===== src/rtl/wb_regfile.sv =====
// Write-back result select, 32 x WIDTH architectural register file with two
// combinational read ports, plus commit counter and last-write record.
// Optional same-cycle write-through bypass on the read ports: define WBRF_BYPASS_EN.
module wb_regfile #(
  parameter int WIDTH = 32
) (
  input  logic             WBRF_CLK,
  input  logic             WBRF_RST,
  input  logic [WIDTH-1:0] WBRF_AluOutW,
  input  logic [WIDTH-1:0] WBRF_ReadDataW,
  input  logic [4:0]       WBRF_WriteRegW,
  input  logic             WBRF_RegWriteW,
  input  logic             WBRF_MemToRegW,
  input  logic [4:0]       WBRF_A1,
  input  logic [4:0]       WBRF_A2,
  output logic [WIDTH-1:0] WBRF_RD1,
  output logic [WIDTH-1:0] WBRF_RD2,
  output logic [WIDTH-1:0] WBRF_ResultW,
  output logic [4:0]       WBRF_LastWriteReg,
  output logic             WBRF_LastWriteValid,
  output logic [31:0]      WBRF_WriteCount
);

  logic [WIDTH-1:0] regs [32];
  logic [4:0]       last_write_reg;
  logic             last_write_valid;
  logic [31:0]      write_count;
  logic             commit;
  logic             bypass1;
  logic             bypass2;

  assign WBRF_ResultW = WBRF_MemToRegW ? WBRF_ReadDataW : WBRF_AluOutW;

  // $0 is hardwired: writes to it never commit, whatever MemToRegW says
  assign commit = WBRF_RegWriteW && (WBRF_WriteRegW != 5'd0);

  always_ff @(posedge WBRF_CLK) begin
    if (WBRF_RST) begin
      for (int i = 0; i < 32; i++) begin
        regs[i] <= '0;
      end
      last_write_reg   <= 5'd0;
      last_write_valid <= 1'b0;
      write_count      <= 32'd0;
    end else if (commit) begin
      regs[WBRF_WriteRegW] <= WBRF_ResultW;
      last_write_reg       <= WBRF_WriteRegW;
      last_write_valid     <= 1'b1;
      write_count          <= write_count + 32'd1;
    end
  end

`ifdef WBRF_BYPASS_EN
  assign bypass1 = commit && (WBRF_WriteRegW == WBRF_A1);
  assign bypass2 = commit && (WBRF_WriteRegW == WBRF_A2);
`else
  assign bypass1 = 1'b0;
  assign bypass2 = 1'b0;
`endif

  always_comb begin
    WBRF_RD1 = regs[WBRF_A1];
    if (WBRF_A1 == 5'd0) begin
      WBRF_RD1 = '0;
    end else if (bypass1) begin
      WBRF_RD1 = WBRF_ResultW;
    end
  end

  always_comb begin
    WBRF_RD2 = regs[WBRF_A2];
    if (WBRF_A2 == 5'd0) begin
      WBRF_RD2 = '0;
    end else if (bypass2) begin
      WBRF_RD2 = WBRF_ResultW;
    end
  end

  assign WBRF_LastWriteReg   = last_write_reg;
  assign WBRF_LastWriteValid = last_write_valid;
  assign WBRF_WriteCount     = write_count;

endmodule


===== config.mk =====
export PLATFORM = sky130hd
export DESIGN_NAME = wb_regfile
export DESIGN_NICKNAME = d
export VERILOG_FILES = /design/src/rtl/wb_regfile.sv
export SDC_FILE = /design/constraint.sdc
export NUM_CORES = 2
export LEC_CHECK = 0
export ABC_AREA = 1
export BUFFER_PORTS_ARGS = -buffer_cell sky130_fd_sc_hd__buf_2
export CAP_MARGIN = 20
export CORE_UTILIZATION = 50
export CTS_CLUSTER_DIAMETER = 40
export DETAILED_ROUTE_END_ITERATION = 12
export HOLD_SLACK_MARGIN = 0.05
export PLACE_DENSITY = 0.67
export SLEW_MARGIN = 20
export SYNTH_ARGS = -nofsm -noshare
export SYNTH_HDL_FRONTEND = slang
export SYNTH_SLANG_ARGS = --single-unit

===== constraint.sdc =====
create_clock -name WBRF_CLK -period 3.15 [get_ports WBRF_CLK]
set_input_delay 0.4725 -clock WBRF_CLK [delete_from_list [all_inputs] [get_ports WBRF_CLK]]
set_output_delay 0.4725 -clock WBRF_CLK [all_outputs]
set_load 0.01 [all_outputs]

==> results.sh <==
export IMPL_outcome="finished, violations left"
export IMPL_failed_checks="design-rule violations"
export IMPL_routed_via_density=6.13
export IMPL_setup_ws_ps=73.9
export IMPL_numCtsBuffers=159
export IMPL_skew_ps=19.4
export IMPL_cp_cell_sequence="buf_8 > inv_8 > buf_12 > buf_4 > nand2_1 > nand3_1 > nand2_1 > a21oi_1 > nand2_1 > nand2_1 > nor2_1 > nor2_1 > buf_2"
export IMPL_numPortBuffers=216
export IMPL_die_w_um=346
export IMPL_synth_area_um2=59200
export IMPL_holdPathEnd="WBRF_LastWriteReg[0]$_SDFFE_PP0P_"
export IMPL_n_fill_cell=10257
export IMPL_avgSynthCellArea_um2=7.80
export IMPL_crit_arrival_ps=2600
export IMPL_maxCapViolCount=0
export IMPL_cp_end_kind="output port"
export IMPL_grt_max_degree=104
export IMPL_grt_pass1_wl_um=338000
export IMPL_crit_path_max_incr_delay_ps=380
export IMPL_period_needed_ps=3080
export IMPL_cpLargestDelayFamily="buffers and inverters"
export IMPL_dieHeight_um=346
export IMPL_slew_headroom_pct=31.7
export IMPL_grt_busiest_layer="met2"
export IMPL_mostFrequentLayoutCell="nand2_1"
export IMPL_fin_crit_sh_pct=97.7
export IMPL_async_flop_share_pct=0
export IMPL_leakage_nw=29.4
export IMPL_clkSlewWorstSetupHoldPaths_ps=50
export IMPL_worstPathRequired_ps=2680
export IMPL_min_path_cells=4
export IMPL_synth_flop_cell="edfxtp_1"
export IMPL_drtPass1Iterations=10
export IMPL_rrSetupSlack_ps=980
export IMPL_final_max_slew_viol_count=0
export IMPL_seq_area_frac_synth_pct=53.2
export IMPL_detailed_place_hpwl_um=138000
export IMPL_dr_total_vias=57156
export IMPL_cp_num_buf_inv=5
export IMPL_drive_above_1_share_pct=11.6
export IMPL_crit_fanout=62
export IMPL_vdd_drop_max_mv=0.575
export IMPL_cts_buffer_depth=3
export IMPL_max_freq_ghz=0.325
export IMPL_cts_root_buf="clkbuf_16"
export IMPL_drc=1
export IMPL_postSynthCellCount=7592
export IMPL_areaGrowthSynthToFinish_pct=15.4
export IMPL_use_met2_pct=56.5
export IMPL_reg2reg_from="WBRF_WriteCount[0]$_SDFFE_PP0P_"
export IMPL_power_density_nw_per_um2=581
export IMPL_yosysTopAreaCellShare_pct=51.9
export IMPL_setup_viol=0
export IMPL_post_cts_setup_buffers=0
export IMPL_finalSetupTns_ps=0
export IMPL_ios=217
export IMPL_grt_met3_usage_pct=9.95
export IMPL_critical_path_class="input pin to output port"
export IMPL_die_area_um2=120000
export IMPL_r2r_end="WBRF_WriteCount[20]$_SDFFE_PP0P_"
export IMPL_startpoint_type="input pin"
export IMPL_postRouteAntennaNets=0
export IMPL_drt_initial_drc_count=9290
export IMPL_cpMostUsedCell="nand2_1"
export IMPL_yosys_warnings=0
export IMPL_ys_types=30
export IMPL_start_util_pct=50.7
export IMPL_grt_total_usage_pct=37.7
export IMPL_clock_latency_ps=780
export IMPL_rsz0062_at_grt="no"
export IMPL_worst_pin_slew_ps=1020
export IMPL_ctsResizeCount=0
export IMPL_yosys_top_cells_area="edfxtp_1 52%, nand2_1 17%, nand3_1 12%, nor2_1 8.4%, clkbuf_1 2.4%"
export IMPL_num_rows=125
export IMPL_grt_pass1_vias=54067
export IMPL_cp_slowest_cell="nor2_1"
export IMPL_tritoncts="done"
export IMPL_met1_usage_pct=49.0
export IMPL_globalRouteOverflowTotal=0
export IMPL_synth_edff_count=1024
export IMPL_core_um2=117000
export IMPL_htreeDepth=4
export IMPL_ys_ff_latch=1062
export IMPL_antenna_found_initial=3
export IMPL_clkSinkCount=1062
export IMPL_min_path_type="input pin to register"
export IMPL_wl_um=231000
export IMPL_antennaDiodeCount=0
export IMPL_holdBufCountCts=2
export IMPL_dp_slack_ps=190
export IMPL_reg2reg_depth=10
export IMPL_yosys_area_top_type="edfxtp_1"
export IMPL_final_cell_mix="2,594 x nand2_1, 1,453 x nand3_1, 1,327 x nor2_1, 1,024 x edfxtp_1, 228 x buf_4"
export IMPL_finalNetCount=7750
export IMPL_place_gp_congestion=0.965
export IMPL_avgRoutedWirePerCell_um=24.7
export IMPL_finalHoldViolCount=0
export IMPL_hold_start="WBRF_WriteRegW[0]"
-- tightest hold or removal path, delay by kind of cell --
family                 cells  cell delay [ps]
AND/OR/NAND/NOR            1               60
buffers and inverters      2              270
AO/OA/AOI/OAI              1               60
-- final cells by class --
cell class                 instances  area [um2]  area share (%)
timing repair buffer             529        4570            6.69
inverter                         142         578           0.846
sequential                      1062       31500            46.1
clock inverter                   106        1010            1.47
tap                             1524        1910            2.79
multi-input combinational       5772       24500            35.8
clock buffer                     184        4270            6.25
-- synthesized netlist by cell type, types with 2 or more instances --
master	n
nand2_1	2627
nand3_1	1455
nor2_1	1327
edfxtp_1	1024
clkbuf_1	380
inv_1	127
buf_2	116
a21oi_1	113
o21ai_0	96
buf_1	82
buf_6	69
dfxtp_1	38
o21ai_1	32
o211ai_1	27
nand2_4	23
inv_2	10
nand4_1	8
nor3_1	8
nor3_2	7
nand2_2	6
clkinv_1	3
xnor2_1	3
inv_4	2
o21bai_1	2
xor2_1	2
-- cells by family after synthesis --
| logic type | Yosys count | synth area share (%) |
|---|---|---|
| other | 1 | 0.00633 |
| buffers and inverters | 789 | 6.13 |
| AND/OR/NAND/NOR | 5463 | 38.2 |
| flip-flops | 1062 | 53.2 |
| adder cells (fa/ha/maj) | 1 | 0.0211 |
| AO/OA/AOI/OAI | 271 | 2.41 |
| XOR/XNOR | 5 | 0.0739 |
-- worst max path at each step --
stage                                  from                       end  cells after the start
after floorplan           WBRF_WriteRegW[4]  regs[1][0]$_SDFFCE_PN0P_                      4
after global placement           WBRF_A1[0]               WBRF_RD1[3]                      8
after detailed placement         WBRF_A1[0]              WBRF_RD1[13]                      7
after CTS                        WBRF_A1[0]              WBRF_RD1[13]                      7
after global routing             WBRF_A1[0]               WBRF_RD1[2]                     13
final                            WBRF_A1[0]               WBRF_RD1[2]                     13
-- stage by stage --
stage / cells / total power (W) / cell area (um2) / util (%) / hold slack (ps)
floorplan: 7623 / 0.0198 / 59300 / - / 484
finish: 9319 / 0.0397 / 68300 / 58.5 / 131
detailed placement: 9027 / 0.0221 / 63000 / 54.0 / 455
CTS: 9319 / 0.0395 / 68300 / 58.5 / 102
global route: 9319 / 0.0407 / 68300 / 58.5 / 108
global placement: 9027 / 0.0220 / 63000 / 54.0 / 451
-- power breakdown --
part	total [W]	switching (W)	leakage, nW	internal, W
registers	0.0167	0.000411	10.1	0.0163
logic	0.00537	0.00384	16.8	0.00152
clock network	0.0176	0.00687	2.57	0.0108
-- routing by layer --
| metal | up-vias | share of wire (%) |
|---|---|---|
| met4 | 4 | 6.1 |
| met1 | 26543 | 36 |
| met3 | 867 | 14 |
| li1 | 25168 | - |
| met5 | - | 0.010 |
| met2 | 4574 | 44 |
-- flip-flops by register name, summed over array words and instances, names as in the netlist --
| name | flops |
|---|---|
| WBRF_LastWriteReg | 5 |
| WBRF_LastWriteValid | 1 |
| WBRF_WriteCount | 32 |
| regs | 1024 |
Note: power is estimated with default switching activity, not from simulation.
